`src/rtl/claw_pkg.sv`:
```
// Shared types and constants for the two-station claw front end.
package claw_pkg;

  typedef enum logic [2:0] {
    IDLE   = 3'd0,
    START  = 3'd1,
    PLAY   = 3'd2,
    GRAB   = 3'd3,
    LEAVE  = 3'd4,
    RETURN = 3'd5
  } state_t;

  // Joystick bit positions within a 4-bit Mov bus.
  localparam int MOV_L = 3;
  localparam int MOV_R = 2;
  localparam int MOV_F = 1;
  localparam int MOV_B = 0;

endpackage

```
`src/rtl/claw_credit_counter.sv`:
```
// Per-station credit bank: +1 per coin, -1 per grant, saturating at CREDIT_MAX.
module claw_credit_counter #(
  parameter int CREDIT_MAX = 7,
  parameter int CW         = 3
) (
  input  logic          clk,
  input  logic          Reset,
  input  logic          inc,
  input  logic          dec,
  output logic [CW-1:0] count
);

  localparam logic [CW-1:0] MAX = CW'(CREDIT_MAX);

  // A coin arriving with a grant cancels out, so the count holds even at MAX.
  always_ff @(posedge clk or posedge Reset) begin
    if (Reset) begin
      count <= '0;
    end else if (inc && !dec && count != MAX) begin
      count <= count + 1'b1;
    end else if (dec && !inc && count != '0) begin
      count <= count - 1'b1;
    end
  end

endmodule

```
`src/rtl/claw_station_arbiter.sv`:
```
// Two-station claw arbiter: credit banking, round-robin grant, bounded play
// window with joystick forwarding, then grab and wait for the claw to return.
module claw_station_arbiter
  import claw_pkg::*;
#(
  parameter int CREDIT_MAX  = 7,
  parameter int CW          = 3,
  parameter int PLAY_CYCLES = 10
) (
  input  logic          clk,
  input  logic          Reset,
  input  logic          Coin_0,
  input  logic          Coin_1,
  input  logic [3:0]    Mov_0,
  input  logic [3:0]    Mov_1,
  input  logic          Grab_0,
  input  logic          Grab_1,
  input  logic          Origin,
  output logic          Start,
  output logic [3:0]    Mov,
  output logic          Grab,
  output logic          Owner,
  output logic          Busy,
  output logic [CW-1:0] Credit_0,
  output logic [CW-1:0] Credit_1
);

  localparam int TW = $clog2(PLAY_CYCLES + 1);
  localparam logic [TW-1:0] TIMER_LAST = TW'(PLAY_CYCLES - 1);

  state_t        state, state_nxt;
  logic          last_owner;
  logic [TW-1:0] timer;

  logic has_0, has_1, grant, pick, dec_0, dec_1;
  logic owner_grab;
  logic [3:0] owner_mov;

  assign has_0 = (Credit_0 != '0);
  assign has_1 = (Credit_1 != '0);
  assign grant = (state == IDLE) && (has_0 || has_1);
  // Tie goes to the station that did not play last; otherwise whoever has credit.
  assign pick  = (has_0 && has_1) ? ~last_owner : has_1;
  assign dec_0 = grant && !pick;
  assign dec_1 = grant && pick;

  assign owner_grab = Owner ? Grab_1 : Grab_0;
  assign owner_mov  = Owner ? Mov_1  : Mov_0;

  claw_credit_counter #(.CREDIT_MAX(CREDIT_MAX), .CW(CW)) u_credit_0 (
    .clk   (clk),
    .Reset (Reset),
    .inc   (Coin_0),
    .dec   (dec_0),
    .count (Credit_0)
  );

  claw_credit_counter #(.CREDIT_MAX(CREDIT_MAX), .CW(CW)) u_credit_1 (
    .clk   (clk),
    .Reset (Reset),
    .inc   (Coin_1),
    .dec   (dec_1),
    .count (Credit_1)
  );

  always_comb begin
    state_nxt = state;
    case (state)
      IDLE:    if (grant) state_nxt = START;
      START:   state_nxt = PLAY;
      PLAY:    if (owner_grab || timer == TIMER_LAST) state_nxt = GRAB;
      GRAB:    state_nxt = LEAVE;
      LEAVE:   if (!Origin) state_nxt = RETURN;
      RETURN:  if (Origin) state_nxt = IDLE;
      default: state_nxt = IDLE;
    endcase
  end

  always_ff @(posedge clk or posedge Reset) begin
    if (Reset) begin
      state      <= IDLE;
      Owner      <= 1'b0;
      last_owner <= 1'b1;
      timer      <= '0;
    end else begin
      state <= state_nxt;
      if (grant) Owner <= pick;
      if (state == RETURN && Origin) last_owner <= Owner;
      if (state == START) timer <= '0;
      else if (state == PLAY) timer <= timer + 1'b1;
    end
  end

  assign Start = (state == START);
  assign Grab  = (state == GRAB);
  assign Busy  = (state != IDLE);
  assign Mov   = (state == PLAY) ? owner_mov : '0;

endmodule
```
`config.mk`:
```
export PLATFORM = sky130hd
export DESIGN_NAME = claw_station_arbiter
export DESIGN_NICKNAME = d
export VERILOG_FILES = /design/src/rtl/claw_pkg.sv /design/src/rtl/claw_credit_counter.sv /design/src/rtl/claw_station_arbiter.sv
export SDC_FILE = /design/constraint.sdc
export NUM_CORES = 1
export LEC_CHECK = 0
export ABC_CLOCK_PERIOD_IN_PS = 2940
export CELL_PAD_IN_SITES_DETAIL_PLACEMENT = 1
export CELL_PAD_IN_SITES_GLOBAL_PLACEMENT = 2
export CORE_MARGIN = 2
export CORE_UTILIZATION = 30
export CTS_BUF_LIST = sky130_fd_sc_hd__clkbuf_8
export DETAILED_ROUTE_END_ITERATION = 10
export GPL_ROUTABILITY_DRIVEN = 1
export PLACE_DENSITY_LB_ADDON = 0.1
export SLEW_MARGIN = 20
export SYNTH_ARGS = -nofsm -noshare
export SYNTH_HDL_FRONTEND = slang
export SYNTH_HIERARCHICAL = 1
export SYNTH_SLANG_ARGS = --single-unit
```
`constraint.sdc`:
```
create_clock -name clk -period 2.94 [get_ports clk]
set_input_delay 0.588 -clock clk [delete_from_list [all_inputs] [get_ports clk]]
set_output_delay 0.588 -clock clk [all_outputs]
set_load 0.03 [all_outputs]
```
==> flow_summary.yaml, run 1 <==
logic_synthesis:
  synthFlopType: "dfrtp_1"
  synth_edf_count: 0
  avgSynthCellArea_um2: 9.36
  yosysTopAreaCell: "dfrtp_1"
  yosys.area.top_type_share_pct: 30.7
  synth_area_mm2: 0.00114
  synth_nets: 141
  synthTopCellsByArea: "dfrtp_1, mux2i_1, fa_1, inv_1, nor3_1"
  ys_seq_elements: 15
  synthCells: 122
  yosysSeqAreaShare_pct: 33.0
  async_flop_share_pct: 100
  synth_cell_types: 51
  yosys_warnings: 6
cells_and_area:
  drive_gt1_share_pct: 16.5
  finalNonFillerCells: 206
  antenna_cells: 0
  final_area_mm2: 0.00157
  fin_nets: 178
  syn_to_final_growth_pct: 37.2
power_and_ir_drop:
  p_total_w: 0.00181
  clock_power_share_pct: 9.4
  powerDensity_mw_per_mm2: 1160
  p_switching_w: 0.000824
  combPwrFrac_pct: 68.5
  pwr-share-seq_pct: 22.0
  internal-power_w: 0.000989
  vdd_drop_max_uv: 450
  p_leak_nw: 0.690
  p_sw_share_pct: 45.5
placement:
  numPortBuffers: 28
  dp_worst_setup_slack_ps: 191
  placed_area_mm2: 0.00152
  gp_congestion: 0.768
  dp_cells: 202
  place_hpwl_mm: 2.32
detailed_routing:
  post_drt_wl_per_cell_um: 14.5
  drtPass1Iterations: 4
  vias: 1082
  wl_mm: 2.99
  antenna_left: 0
  drc: 0
  drt_iter0_markers: 57
  viasPerCell: 5.25
critical_path:
  path_delay_family: "buffers and inverters"
  critPathRequiredTime_ps: 2350
  cp-end-kind: "output pin"
  crit_buf_inv: 2
  start_kind: "flop"
  cp_slowest_cell: "clkdlybuf4s50_1"
  crit_type: "flop to output pin"
  arrival_ps: 2150
  slowest_delay_ps: 680
  cp_max_fo: 8
  path_cells: "buf_4, or3b_1, nor2_1, clkdlybuf4s50_1"
floorplan:
  die_h_um: 65.7
  fp.coreArea_mm2: 0.00366
  dieArea_mm2: 0.00432
  die_w_um: 65.7
  std_cell_rows: 22
  start_util_pct: 31.2
  ioPinCount: 29
sta:
  fin_skew_ps: 11.0
  post-route-period-util_pct: 93.1
  hold_viol: 0
  fin_ws_ps: 203
  worst_pin_slew_ps: 513
  final_max_slew_viol_count: 0
  max_freq_mhz: 365
  maxSlewHeadroom_pct: 65.5
  min_period_ps: 2740
  final.setup.tns_ps: 0
  setup_viol: 0
  rsz0062_at_grt: "false"
clocking:
  cts_tree: "yes"
  cts-root-buf: "clkbuf_8"
  clock_path_buffers: 2
  postCtsResizedCells: 0
  holdBufCountCts: 0
  cts.reportedPaths.clkPinSlew_ps: 70
  cts_made_buffers: 3
  clock_latency_ps: 250
  h-tree-depth: 1
  cts_setup_buffers: 0
  cts.sinks: 15
grt:
  grt_max_degree: 12
  antenna_found_initial: 0
  met1_usage_pct: 20.6
  track_usage_pct: 15.0
  grt_pass1_wl_mm: 5.15
  grt_overflow_total: 0
  grtUsageMet2_pct: 24.0
  globalRouteMet3Util_pct: 3.25
  top_usage_layer: "met2"
  grt_pass1_vias: 1087
run:
  maxCapViolations: 0
outcome:
  status: "completed"
min_path:
  hold_class: "flop to flop"
[worst reg2reg max path, cell delays in order, from the launching register on]
cell and delay [ps]:
dfrtp_1 470, nor3_1 490, nor2_1 80, nor2_1 240, nor2b_2 110, nand2_1 90
fa_1 430, mux2_4 280, a222oi_1 270, nand2_1 90
[metrics by stage]
stage	hold WS, ps	util (%)
after CTS	492	42.8
after global routing	524	42.8
after detailed placement	482	41.6
after floorplan	342	-
after global placement	469	41.6
final	498	42.8
[Yosys cell counts (all sizes together) (3+ instances only)]
cell / count
inv: 9
nor2: 6
nor3b: 5
a21oi: 3
o21ai: 9
nor3: 6
nand2: 9
nand3: 3
nor2b: 4
dfrtp: 14
mux2i: 7
buf: 3
a31oi: 3
and3b: 3
[registers in the layout, summed over array words and instances, names as in the netlist]
signal            cells
u_credit_1/count      3
last_owner            1
state                 3
Owner                 1
timer                 4
u_credit_0/count      3
[final timing paths]
path,from,to,slack (ps),cells after the start
min in group asynchronous,Reset,u_credit_0/count[2],570,2
worst min-delay path,timer[3],timer[3],500,1
worst max-delay path,state[0],Mov[0],200,4
worst max register to register,u_credit_1/count[1],u_credit_0/count[1],280,9
max in group asynchronous,Reset,last_owner,1960,2
worst min register to register,timer[3],timer[3],500,1
[kinds of logic after synthesis]
| family | count (synthesis) | share of synthesized area, % |
|---|---|---|
| compound gates | 32 | 20.8 |
| fa+ha+maj | 4 | 5.70 |
| buf+inv | 14 | 5.48 |
| flops | 15 | 33.0 |
| mux | 8 | 7.45 |
| simple gates | 49 | 27.6 |
[cell type report]
| class | instances | area (um^2) |
|---|---|---|
| Clock buffer | 3 | 41.3 |
| Tap cell | 48 | 60.1 |
| Sequential cell | 15 | 377 |
| Clock inverter | 1 | 5.00 |
| Fill cell | 446 | 2090 |
| Timing Repair Buffer | 37 | 348 |
| Inverter | 9 | 33.8 |
| Multi-Input combinational cell | 93 | 703 |
[cell usage in the layout (no fill, tap or decap), types with 4 or more instances in the layout]
| cell | n |
|---|---|
| clkdlybuf4s50_1 | 28 |
| dfrtp_1 | 14 |
| inv_1 | 9 |
| buf_4 | 9 |
| nand2_1 | 8 |
| mux2i_1 | 7 |
| nor3_1 | 6 |
| nor2_1 | 6 |
| o21ai_0 | 6 |
| nor3b_1 | 4 |
[power groups by stage]
stage | logic (W) | registers (W) | clock network (W)
3_3_place_gp | 0.00122 | 0.000399 | 0
3_5_place_dp | 0.00125 | 0.000407 | 0
4_1_cts | 0.00126 | 0.000403 | 0.000177
2_1_floorplan | 0.000724 | 0.000507 | 0
5_1_grt | 0.00137 | 0.000423 | 0.000187
6_report | 0.00124 | 0.000400 | 0.000171
[routing by layer]
| metal | share of wire (%) | vias up |
|---|---|---|
| met5 | 0 | - |
| li1 | - | 522 |
| met4 | 0.44 | 0 |
| met3 | 6.5 | 2 |
| met1 | 47 | 530 |
| met2 | 46 | 28 |
Power figures use the tool's default switching activity.
==> inputs of run 2 (changes only) <==
Settings changed: CTS_CLUSTER_SIZE set to 14, HOLD_SLACK_MARGIN set to 0.1, RECOVER_POWER set to 25.
==> run 2 against run 1 <==
Design area stayed put. Sequential power hardly changed. Combinational power hardly changed.
==> flow_summary.yaml, run 2 (synthesis gave the netlist of run 1 again) <==
outcome:
  status: "completed"
sta:
  post-route-period-util_pct: 93.1
  final_max_slew_viol_count: 0
  final.setup.tns_ps: 0
  rsz0062_at_grt: "false"
  worst_pin_slew_ps: 513
  maxSlewHeadroom_pct: 65.5
  hold_viol: 0
  max_freq_mhz: 365
  fin_skew_ps: 11.0
  min_period_ps: 2740
  setup_viol: 0
grt:
  grtUsageMet2_pct: 24.0
  grt_max_degree: 12
  track_usage_pct: 15.0
  met1_usage_pct: 20.6
  grt_overflow_total: 0
  grt_pass1_vias: 1087
  antenna_found_initial: 0
  globalRouteMet3Util_pct: 3.25
  grt_pass1_wl_mm: 5.15
  top_usage_layer: "met2"
cells_and_area:
  finalNonFillerCells: 206
  top_register: "timer"
  final_common_cell: "clkdlybuf4s50_1"
  fin_nets: 178
  largest_register_ffs: 4
  final.fill_count: 446
  syn_to_final_growth_pct: 37.2
  drive_gt1_share_pct: 16.5
  final_cell_mix: "clkdlybuf4s50_1, dfrtp_1, inv_1, buf_4, nand2_1"
  antenna_cells: 0
detailed_routing:
  post_drt_wl_per_cell_um: 14.5
  drtPass1Iterations: 4
  vias: 1082
  antenna_left: 0
  drc: 0
  drt_iter0_markers: 57
  viasPerCell: 5.25
  wl_mm: 2.99
floorplan:
  dieArea_mm2: 0.00432
  fp.coreArea_mm2: 0.00366
  die_h_um: 65.7
  start_util_pct: 31.2
  std_cell_rows: 22
  die_w_um: 65.7
  ioPinCount: 29
power_and_ir_drop:
  p_sw_share_pct: 45.5
  combPwrFrac_pct: 68.5
  pwr-share-seq_pct: 22.0
  powerDensity_mw_per_mm2: 1160
  vdd_drop_max_uv: 450
  p_switching_w: 0.000824
  p_leak_nw: 0.690
  clock_power_share_pct: 9.4
  internal-power_w: 0.000988
critical_path:
  cp-end-kind: "output pin"
  r2r_end: "u_credit_0/count[1]"
  r2r-start: "u_credit_1/count[1]"
  path_cells: "buf_4, or3b_1, nor2_1, clkdlybuf4s50_1"
  endpoint: "Mov[0]"
  cp_max_fo: 8
  critPathRequiredTime_ps: 2350
  slowest_delay_ps: 680
  arrival_ps: 2150
  cp_slowest_cell: "clkdlybuf4s50_1"
  rrSetupSlack_ps: 280
  r2r_cells: 9
  critPathLaunch: "state[0]"
  crit_type: "flop to output pin"
  start_kind: "flop"
clocking:
  cts_tree: "yes"
  cts.sinks: 15
  holdBufCountCts: 0
  cts-root-buf: "clkbuf_8"
  h-tree-depth: 1
  cts.reportedPaths.clkPinSlew_ps: 70
  cts_made_buffers: 3
  postCtsResizedCells: 0
  clock_latency_ps: 250
  clock_path_buffers: 2
  cts_setup_buffers: 0
placement:
  gp_congestion: 0.768
  numPortBuffers: 28
  dp_cells: 202
  place_hpwl_mm: 2.32
run:
  maxCapViolations: 0
min_path:
  hp-start: "timer[3]"
  hold_class: "flop to flop"
## run 2: changes by cell type in the layout (fill, tap and decap cells not counted), sizes merged
cell and change:
clkdlybuf4s50 -1, dlygate4sd3 +1
## run 2: worst max-delay path: cells and delay by family (launching register included)
family,cells,cell delay (ps)
flip-flops,1,380
AND/OR/NAND/NOR,2,680
buffers and inverters,2,840
## run 2: through the flow
stage          power, W  hold slack (ps)  instance area [um^2]  setup WS, ps  utilization [%]
2_1_floorplan   0.00123              342                  1140           248                -
3_3_place_gp    0.00162              469                  1520           284             41.6
3_5_place_dp    0.00166              482                  1520           191             41.6
4_1_cts         0.00184              492                  1570           170             42.8
5_1_grt         0.00198              524                  1570          7.29             42.8
6_report        0.00181              498                  1570           203             42.8
## run 2: worst min-delay path by stage
stage	to	slack (ps)	cells past startpoint
floorplan	u_credit_0/count[0]	340	1
global placement	timer[3]	470	1
detailed placement	timer[3]	480	1
CTS	timer[3]	490	1
global route	timer[3]	520	1
finish	timer[3]	500	1
## run 2: per-layer routing
metal | share of wire (%) | vias to the layer above
li1 | - | 522
met1 | 47 | 530
met2 | 46 | 28
met3 | 6.5 | 2
met4 | 0.44 | 0
met5 | 0 | -
## run 2: cell type report
class	count	area, um^2	share of cell area (%)
clock buffer	3	41.3	2.63
clock inverter	1	5.00	0.319
inverter	9	33.8	2.15
multi-input combinational	93	703	44.9
sequential	15	377	24.0
tap	48	60.1	3.83
timing repair buffer	37	348	22.2
## run 2: power by group through the flow
stage	clock [W]	combinational (W)	sequential [W]
after global routing	0.000187	0.00137	0.000423
final	0.000171	0.00124	0.000400
after floorplan	0	0.000724	0.000507
after global placement	0	0.00122	0.000399
after CTS	0.000177	0.00126	0.000403
after detailed placement	0	0.00125	0.000407
